[src/rtl/delay_probe_pkg.sv]
// delay_probe_pkg: shared FSM states, status codes and default probe byte for delay_line_prober
package delay_probe_pkg;
    typedef enum logic [2:0] {IDLE, FLUSH, SEND, WAIT, FINISH} state_t;
    localparam logic [1:0] ST_NONE    = 2'b00;
    localparam logic [1:0] ST_OK      = 2'b01;
    localparam logic [1:0] ST_TIMEOUT = 2'b10;
    localparam logic [1:0] ST_CORRUPT = 2'b11;
    localparam logic [7:0] PROBE_DEFAULT = 8'hA5;
endpackage

[src/rtl/delay_line_prober.sv]
// delay_line_prober: flushes a delay line, injects one probe byte and counts cycles until it returns
//   clock, reset     : rising-edge clock, async active-high reset
//   start            : request a measurement (honoured only when idle)
//   echo_in          : output of the line under test
//   probe_out        : registered drive into the line input
//   busy, done       : measurement in progress / one-cycle completion pulse
//   status           : 00 none, 01 ok, 10 timeout, 11 corrupt
//   delay_count      : measured delay in cycles
module delay_line_prober
    import delay_probe_pkg::*;
#(
    parameter int DATA_W = 8,
    parameter int MAX_DELAY = 127,
    parameter int CNT_W = 8,
    parameter logic [DATA_W-1:0] PROBE = DATA_W'(PROBE_DEFAULT)
) (
    input  logic              clock,
    input  logic              reset,
    input  logic              start,
    input  logic [DATA_W-1:0] echo_in,
    output logic [DATA_W-1:0] probe_out,
    output logic              busy,
    output logic              done,
    output logic [1:0]        status,
    output logic [CNT_W-1:0]  delay_count
);
    localparam logic [CNT_W-1:0] MAX_CNT = CNT_W'(MAX_DELAY);
    state_t state;
    logic [CNT_W-1:0] cnt;
    // cnt counts flush cycles in FLUSH and k (cycles since SEND) in SEND/WAIT
    always_ff @(posedge clock or posedge reset) begin
        if (reset) begin
            state       <= IDLE;
            cnt         <= '0;
            probe_out   <= '0;
            busy        <= 1'b0;
            done        <= 1'b0;
            status      <= ST_NONE;
            delay_count <= '0;
        end else begin
            done      <= 1'b0;
            probe_out <= '0;
            case (state)
                IDLE: if (start) begin
                    state  <= FLUSH;
                    cnt    <= '0;
                    busy   <= 1'b1;
                    status <= ST_NONE;
                end
                FLUSH: if (cnt == MAX_CNT) begin
                    state     <= SEND;
                    cnt       <= '0;
                    probe_out <= PROBE;
                end else begin
                    cnt <= cnt + 1'b1;
                end
                // SEND shares WAIT's checks so a combinational loopback is measured as 0
                SEND, WAIT: if (echo_in == PROBE || echo_in != '0 || cnt == MAX_CNT) begin
                    state       <= FINISH;
                    done        <= 1'b1;
                    delay_count <= cnt;
                    status      <= echo_in == PROBE ? ST_OK : echo_in != '0 ? ST_CORRUPT : ST_TIMEOUT;
                end else begin
                    state <= WAIT;
                    cnt   <= cnt + 1'b1;
                end
                FINISH: begin
                    state <= IDLE;
                    busy  <= 1'b0;
                end
                default: state <= IDLE;
            endcase
        end
    end
endmodule

[config.mk]
export PLATFORM = sky130hd
export DESIGN_NAME = delay_line_prober
export DESIGN_NICKNAME = d
export VERILOG_FILES = /design/src/rtl/delay_probe_pkg.sv /design/src/rtl/delay_line_prober.sv
export SDC_FILE = /design/constraint.sdc
export NUM_CORES = 1
export LEC_CHECK = 0
export ABC_AREA = 1
export ABC_CLOCK_PERIOD_IN_PS = 1400
export CORE_MARGIN = 5
export CORE_UTILIZATION = 43
export DETAILED_ROUTE_END_ITERATION = 10
export PLACE_DENSITY = 0.75
export SLEW_MARGIN = 20
export SYNTH_ARGS = -nofsm -noshare
export SYNTH_HDL_FRONTEND = slang
export SYNTH_SLANG_ARGS = --single-unit
[constraint.sdc]
create_clock -name clock -period 1.4 [get_ports clock]
set_input_delay 0.35 -clock clock [delete_from_list [all_inputs] [get_ports clock]]
set_output_delay 0.35 -clock clock [all_outputs]
set_load 0.005 [all_outputs]
==> impl_metrics.prom <==
# TYPE chip_impl_metric gauge
chip_impl_metric{name="final.period_utilization",unit="%"} 101
chip_impl_metric{name="clk_pin_slew",unit="ns"} 0.12
chip_impl_info{name="cts_tree",value="yes"} 1
chip_impl_metric{name="chipHeight",unit="um"} 63.8
chip_impl_metric{name="synth-warning-count",unit=""} 0
chip_impl_metric{name="cp.arrival",unit="ns"} 1.63
chip_impl_info{name="unrepaired_setup_endpoints_after_global_routing",value="true"} 1
chip_impl_metric{name="setup_violations",unit=""} 3
chip_impl_metric{name="seqPwrFrac",unit="%"} 37.0
chip_impl_metric{name="routed_wirelength",unit="um"} 2830
chip_impl_metric{name="grtUsageMet2",unit="%"} 23.9
chip_impl_metric{name="dp_hpwl",unit="um"} 1960
chip_impl_metric{name="finalNetCount",unit=""} 205
chip_impl_metric{name="total_core_area",unit="mm2"} 0.00276
chip_impl_metric{name="number_of_antenna_violations_at_the_first_check_in_global_routing",unit=""} 0
chip_impl_metric{name="clock_power_share",unit="%"} 11.3
chip_impl_metric{name="drt-vias-per-instance",unit=""} 4.98
chip_impl_metric{name="total_cell_area_at_the_placement_stage",unit="mm2"} 0.00154
chip_impl_metric{name="layout_area_overhead",unit="%"} 37.6
chip_impl_metric{name="crit_path_max_incr_delay",unit="ns"} 0.38
chip_impl_info{name="timing.hold.worst.class",value="input port to asynchronous set/reset pin"} 1
chip_impl_metric{name="max-cap-violations",unit=""} 0
chip_impl_metric{name="drt.antenna.violating_nets",unit=""} 0
chip_impl_metric{name="setup_ws",unit="ns"} -0.0166
chip_impl_metric{name="timing_hold_violations_final",unit=""} 0
chip_impl_info{name="worst_path_max_delay_cell",value="sky130_fd_sc_hd__dfrtp_1"} 1
chip_impl_metric{name="cts_buffer_depth",unit=""} 2
chip_impl_metric{name="dieArea",unit="mm2"} 0.00407
chip_impl_metric{name="cts.sink_count",unit=""} 24
chip_impl_metric{name="post-route-util",unit="%"} 62.1
chip_impl_metric{name="final.min_clock_period",unit="ns"} 1.42
chip_impl_info{name="cts_root_buffer",value="sky130_fd_sc_hd__clkbuf_4"} 1
chip_impl_metric{name="design_power_total",unit="mW"} 2.60
chip_impl_metric{name="vias_in_the_first_global_route",unit=""} 1062
chip_impl_metric{name="critical_path.n_buffers_inverters",unit=""} 1
chip_impl_metric{name="power-per-cell-area",unit="mW/mm2"} 1520
chip_impl_metric{name="detail_route.first_pass.iterations",unit=""} 4
chip_impl_metric{name="netSwitchingPower",unit="mW"} 1.04
chip_impl_metric{name="setup_total_negative_slack",unit="ns"} -0.0354
chip_impl_metric{name="synth_cell_area",unit="mm2"} 0.00124
chip_impl_metric{name="row_count",unit=""} 19
chip_impl_metric{name="clock_latency_late_sink",unit="ns"} 0.31
chip_impl_metric{name="finalMaxSlewViolations",unit=""} 0
chip_impl_metric{name="grt_overflow",unit=""} 0
chip_impl_metric{name="timing.fmax",unit="MHz"} 706
chip_impl_info{name="crit_chain",value="ha_2 > nand2_4 > nor2_4 > nand2_4 > nand2_4 > nand2_8 > clkbuf_16 > nand2_2 > nand2_1"} 1
chip_impl_metric{name="floorplan.initialDensity",unit="%"} 45.1
chip_impl_metric{name="placed_cells_incl_taps",unit=""} 212
chip_impl_info{name="critical_path.startpoint_type",value="register"} 1
chip_impl_metric{name="seq_area_frac_synth",unit="%"} 48.3
chip_impl_metric{name="routabilityCongestion",unit=""} 0.855
chip_impl_info{name="grt_busiest_layer",value="met2"} 1
chip_impl_metric{name="share_of_final_layout_standard_cells_stronger_than_drive_strength_1",unit="%"} 23.6
chip_impl_metric{name="irDropWorstVdd",unit="uV"} 991
chip_impl_metric{name="grt_max_degree",unit=""} 25
chip_impl_metric{name="numCtsBuffers",unit=""} 3
chip_impl_info{name="cpMostUsedCell",value="sky130_fd_sc_hd__nand2_4"} 1
chip_impl_metric{name="buffer_ports.inserted",unit=""} 26
chip_impl_info{name="violations",value="setup timing"} 1
chip_impl_metric{name="switching_part_of_the_total_power",unit="%"} 40.2
chip_impl_info{name="setup.worst_path.class",value="register to register"} 1
chip_impl_metric{name="insertedDiodeCount",unit=""} 0
chip_impl_metric{name="largest_fanout_of_any_net_on_the_critical_path",unit=""} 7
chip_impl_metric{name="drc_errors",unit=""} 0
chip_impl_metric{name="p_leak",unit="nW"} 0.884
chip_impl_metric{name="final_cell_area",unit="mm2"} 0.00171
chip_impl_metric{name="drtIter0Drc",unit=""} 37
chip_impl_metric{name="use_met3",unit="%"} 3.33
chip_impl_metric{name="h_tree_depth",unit=""} 1
chip_impl_metric{name="clock-skew-final",unit="ns"} 0.00546
chip_impl_info{name="type_of_element_capturing_the_critical_path",value="register"} 1
chip_impl_metric{name="grt_usage",unit="%"} 14.3
chip_impl_metric{name="yosysUniqueCellTypes",unit=""} 22
chip_impl_metric{name="mean_instance_size_in_the_synthesized_netlist",unit="um2"} 8.13
chip_impl_metric{name="fin_worst_hold_slack",unit="ns"} 0.374
chip_impl_metric{name="synthCells",unit=""} 153
chip_impl_metric{name="top_level_port_count",unit=""} 31
chip_impl_metric{name="grt_first_pass_wirelength",unit="um"} 4690
chip_impl_metric{name="layout.cells.non_filler",unit=""} 222
chip_impl_info{name="cp_top_family",value="simple AND/OR/NAND/NOR gates"} 1
chip_impl_metric{name="place_worst_setup_slack",unit="ns"} -0.366
chip_impl_metric{name="power.combinational.fraction",unit="%"} 51.7
chip_impl_metric{name="internal-power",unit="mW"} 1.55
chip_impl_metric{name="via_count",unit=""} 1105
chip_impl_metric{name="final_routed_wire_length_divided_by_cell_count",unit="um"} 12.7
chip_impl_metric{name="worst-endpoint-required",unit="ns"} 1.61
chip_impl_info{name="outcome",value="finished with violations"} 1
chip_impl_metric{name="postSynthRegisterBits",unit=""} 24
chip_impl_metric{name="die-width",unit="um"} 63.8
chip_impl_metric{name="met1_usage",unit="%"} 17.7
flip-flops by register name, indices dropped and copies added, names as in the netlist:
| signal | flops |
|---|---|
| cnt | 8 |
| delay_count | 8 |
| state | 3 |
| status | 2 |
| busy | 1 |
| done | 1 |
| probe_out | 1 |
metal layers:
layer,routed length [um],vias to the layer above
li1,-,551
met1,1130,513
met2,1510,34
met3,140,7
met4,45,0
met5,0,-
Yosys cell counts, drive strengths merged:
cell type  number  share of area (%)
nand2          52                 18
buf             9                5.8
o21ai          17                8.7
a21oi           3                1.2
dfrtp          24                 48
inv            16                4.8
ha              1                1.0
nor2           17                6.3
nand3           8                3.2
xor2            2                1.4
nor3            1               0.40
conb            1               0.30
nand4           2                1.0
path summary, 6_finish.rpt:
check,startpoint,end,slack (ns),cells after the start
setup / recovery,cnt[1]$_DFFE_PP0P_,delay_count[2]$_DFFE_PP0P_,-0.02,9
hold / removal,reset,state[0]$_DFFE_PP0P_,0.37,3
setup reg to reg,cnt[1]$_DFFE_PP0P_,delay_count[2]$_DFFE_PP0P_,-0.02,9
hold reg to reg,status[0]$_DFFE_PP0P_,status[0]$_DFFE_PP0P_,0.48,2
max in group asynchronous,reset,state[2]$_DFFE_PP0P_,0.78,3
min in group clock,status[0]$_DFFE_PP0P_,status[0]$_DFFE_PP0P_,0.48,2
worst min-delay path: cells and delay by family:
kind     cells  cell delay, ns
buf+inv      3            0.74
what timing repair did:
item                       4_1_cts  5_1_grt
resized for setup               22       19
setup endpoints to repair       32       21
hold buffers                     0        0
buffers inserted                 4        1
pin swaps                        0        8
cloned                           0        2
area by class of cell:
class / instances / area, um2
fill: 254 / 1050
multi-input combinational: 108 / 617
sequential: 24 / 602
timing repair buffer: 40 / 372
inverter: 16 / 60.1
tap: 31 / 38.8
clock buffer: 3 / 22.5
placed cells by master (no fill, tap or decap):
master,Yosys,final
sky130_fd_sc_hd__a21oi_1,3,3
sky130_fd_sc_hd__buf_4,7,12
sky130_fd_sc_hd__buf_8,1,1
sky130_fd_sc_hd__clkbuf_16,0,1
sky130_fd_sc_hd__clkbuf_4,0,3
sky130_fd_sc_hd__clkdlybuf4s15_1,0,1
sky130_fd_sc_hd__clkdlybuf4s50_1,0,10
sky130_fd_sc_hd__conb_1,1,4
sky130_fd_sc_hd__dfrtp_1,24,23
sky130_fd_sc_hd__dfrtp_2,0,1
sky130_fd_sc_hd__dlygate4sd2_1,0,15
sky130_fd_sc_hd__ha_2,0,1
sky130_fd_sc_hd__inv_1,15,15
sky130_fd_sc_hd__inv_2,1,1
sky130_fd_sc_hd__nand2_1,47,41
sky130_fd_sc_hd__nand2_2,3,4
sky130_fd_sc_hd__nand2_4,2,6
sky130_fd_sc_hd__nand2_8,0,2
sky130_fd_sc_hd__nand3_1,8,8
sky130_fd_sc_hd__nand4_1,2,2
sky130_fd_sc_hd__nor2_1,13,11
sky130_fd_sc_hd__nor2_2,3,2
sky130_fd_sc_hd__nor2_4,1,4
sky130_fd_sc_hd__nor3_1,1,1
sky130_fd_sc_hd__o21ai_0,5,3
sky130_fd_sc_hd__o21ai_1,6,7
sky130_fd_sc_hd__o21ai_2,6,7
sky130_fd_sc_hd__xor2_1,2,2
power by group through the flow:
| stage | clock network, mW | registers, mW | logic [mW] |
|---|---|---|---|
| 6_report | 0.293 | 0.962 | 1.34 |
| 5_1_grt | 0.342 | 0.986 | 1.48 |
| 4_1_cts | 0.302 | 0.948 | 1.13 |
| 3_5_place_dp | 0 | 0.969 | 1.12 |
| 3_3_place_gp | 0 | 0.962 | 1.09 |
| 2_1_floorplan | 0 | 0.979 | 0.686 |
logic make-up after synthesis:
family,count (synthesis),synth area share (%)
XOR/XNOR,2,1.41
adder cells (fa/ha/maj),1,1.01
other,1,0.302
buffers and inverters,25,10.7
flip-flops,24,48.3
AND/OR/NAND/NOR,80,28.5
AO/OA/AOI/OAI,20,9.86
Note: power is estimated with default switching activity, not from simulation.
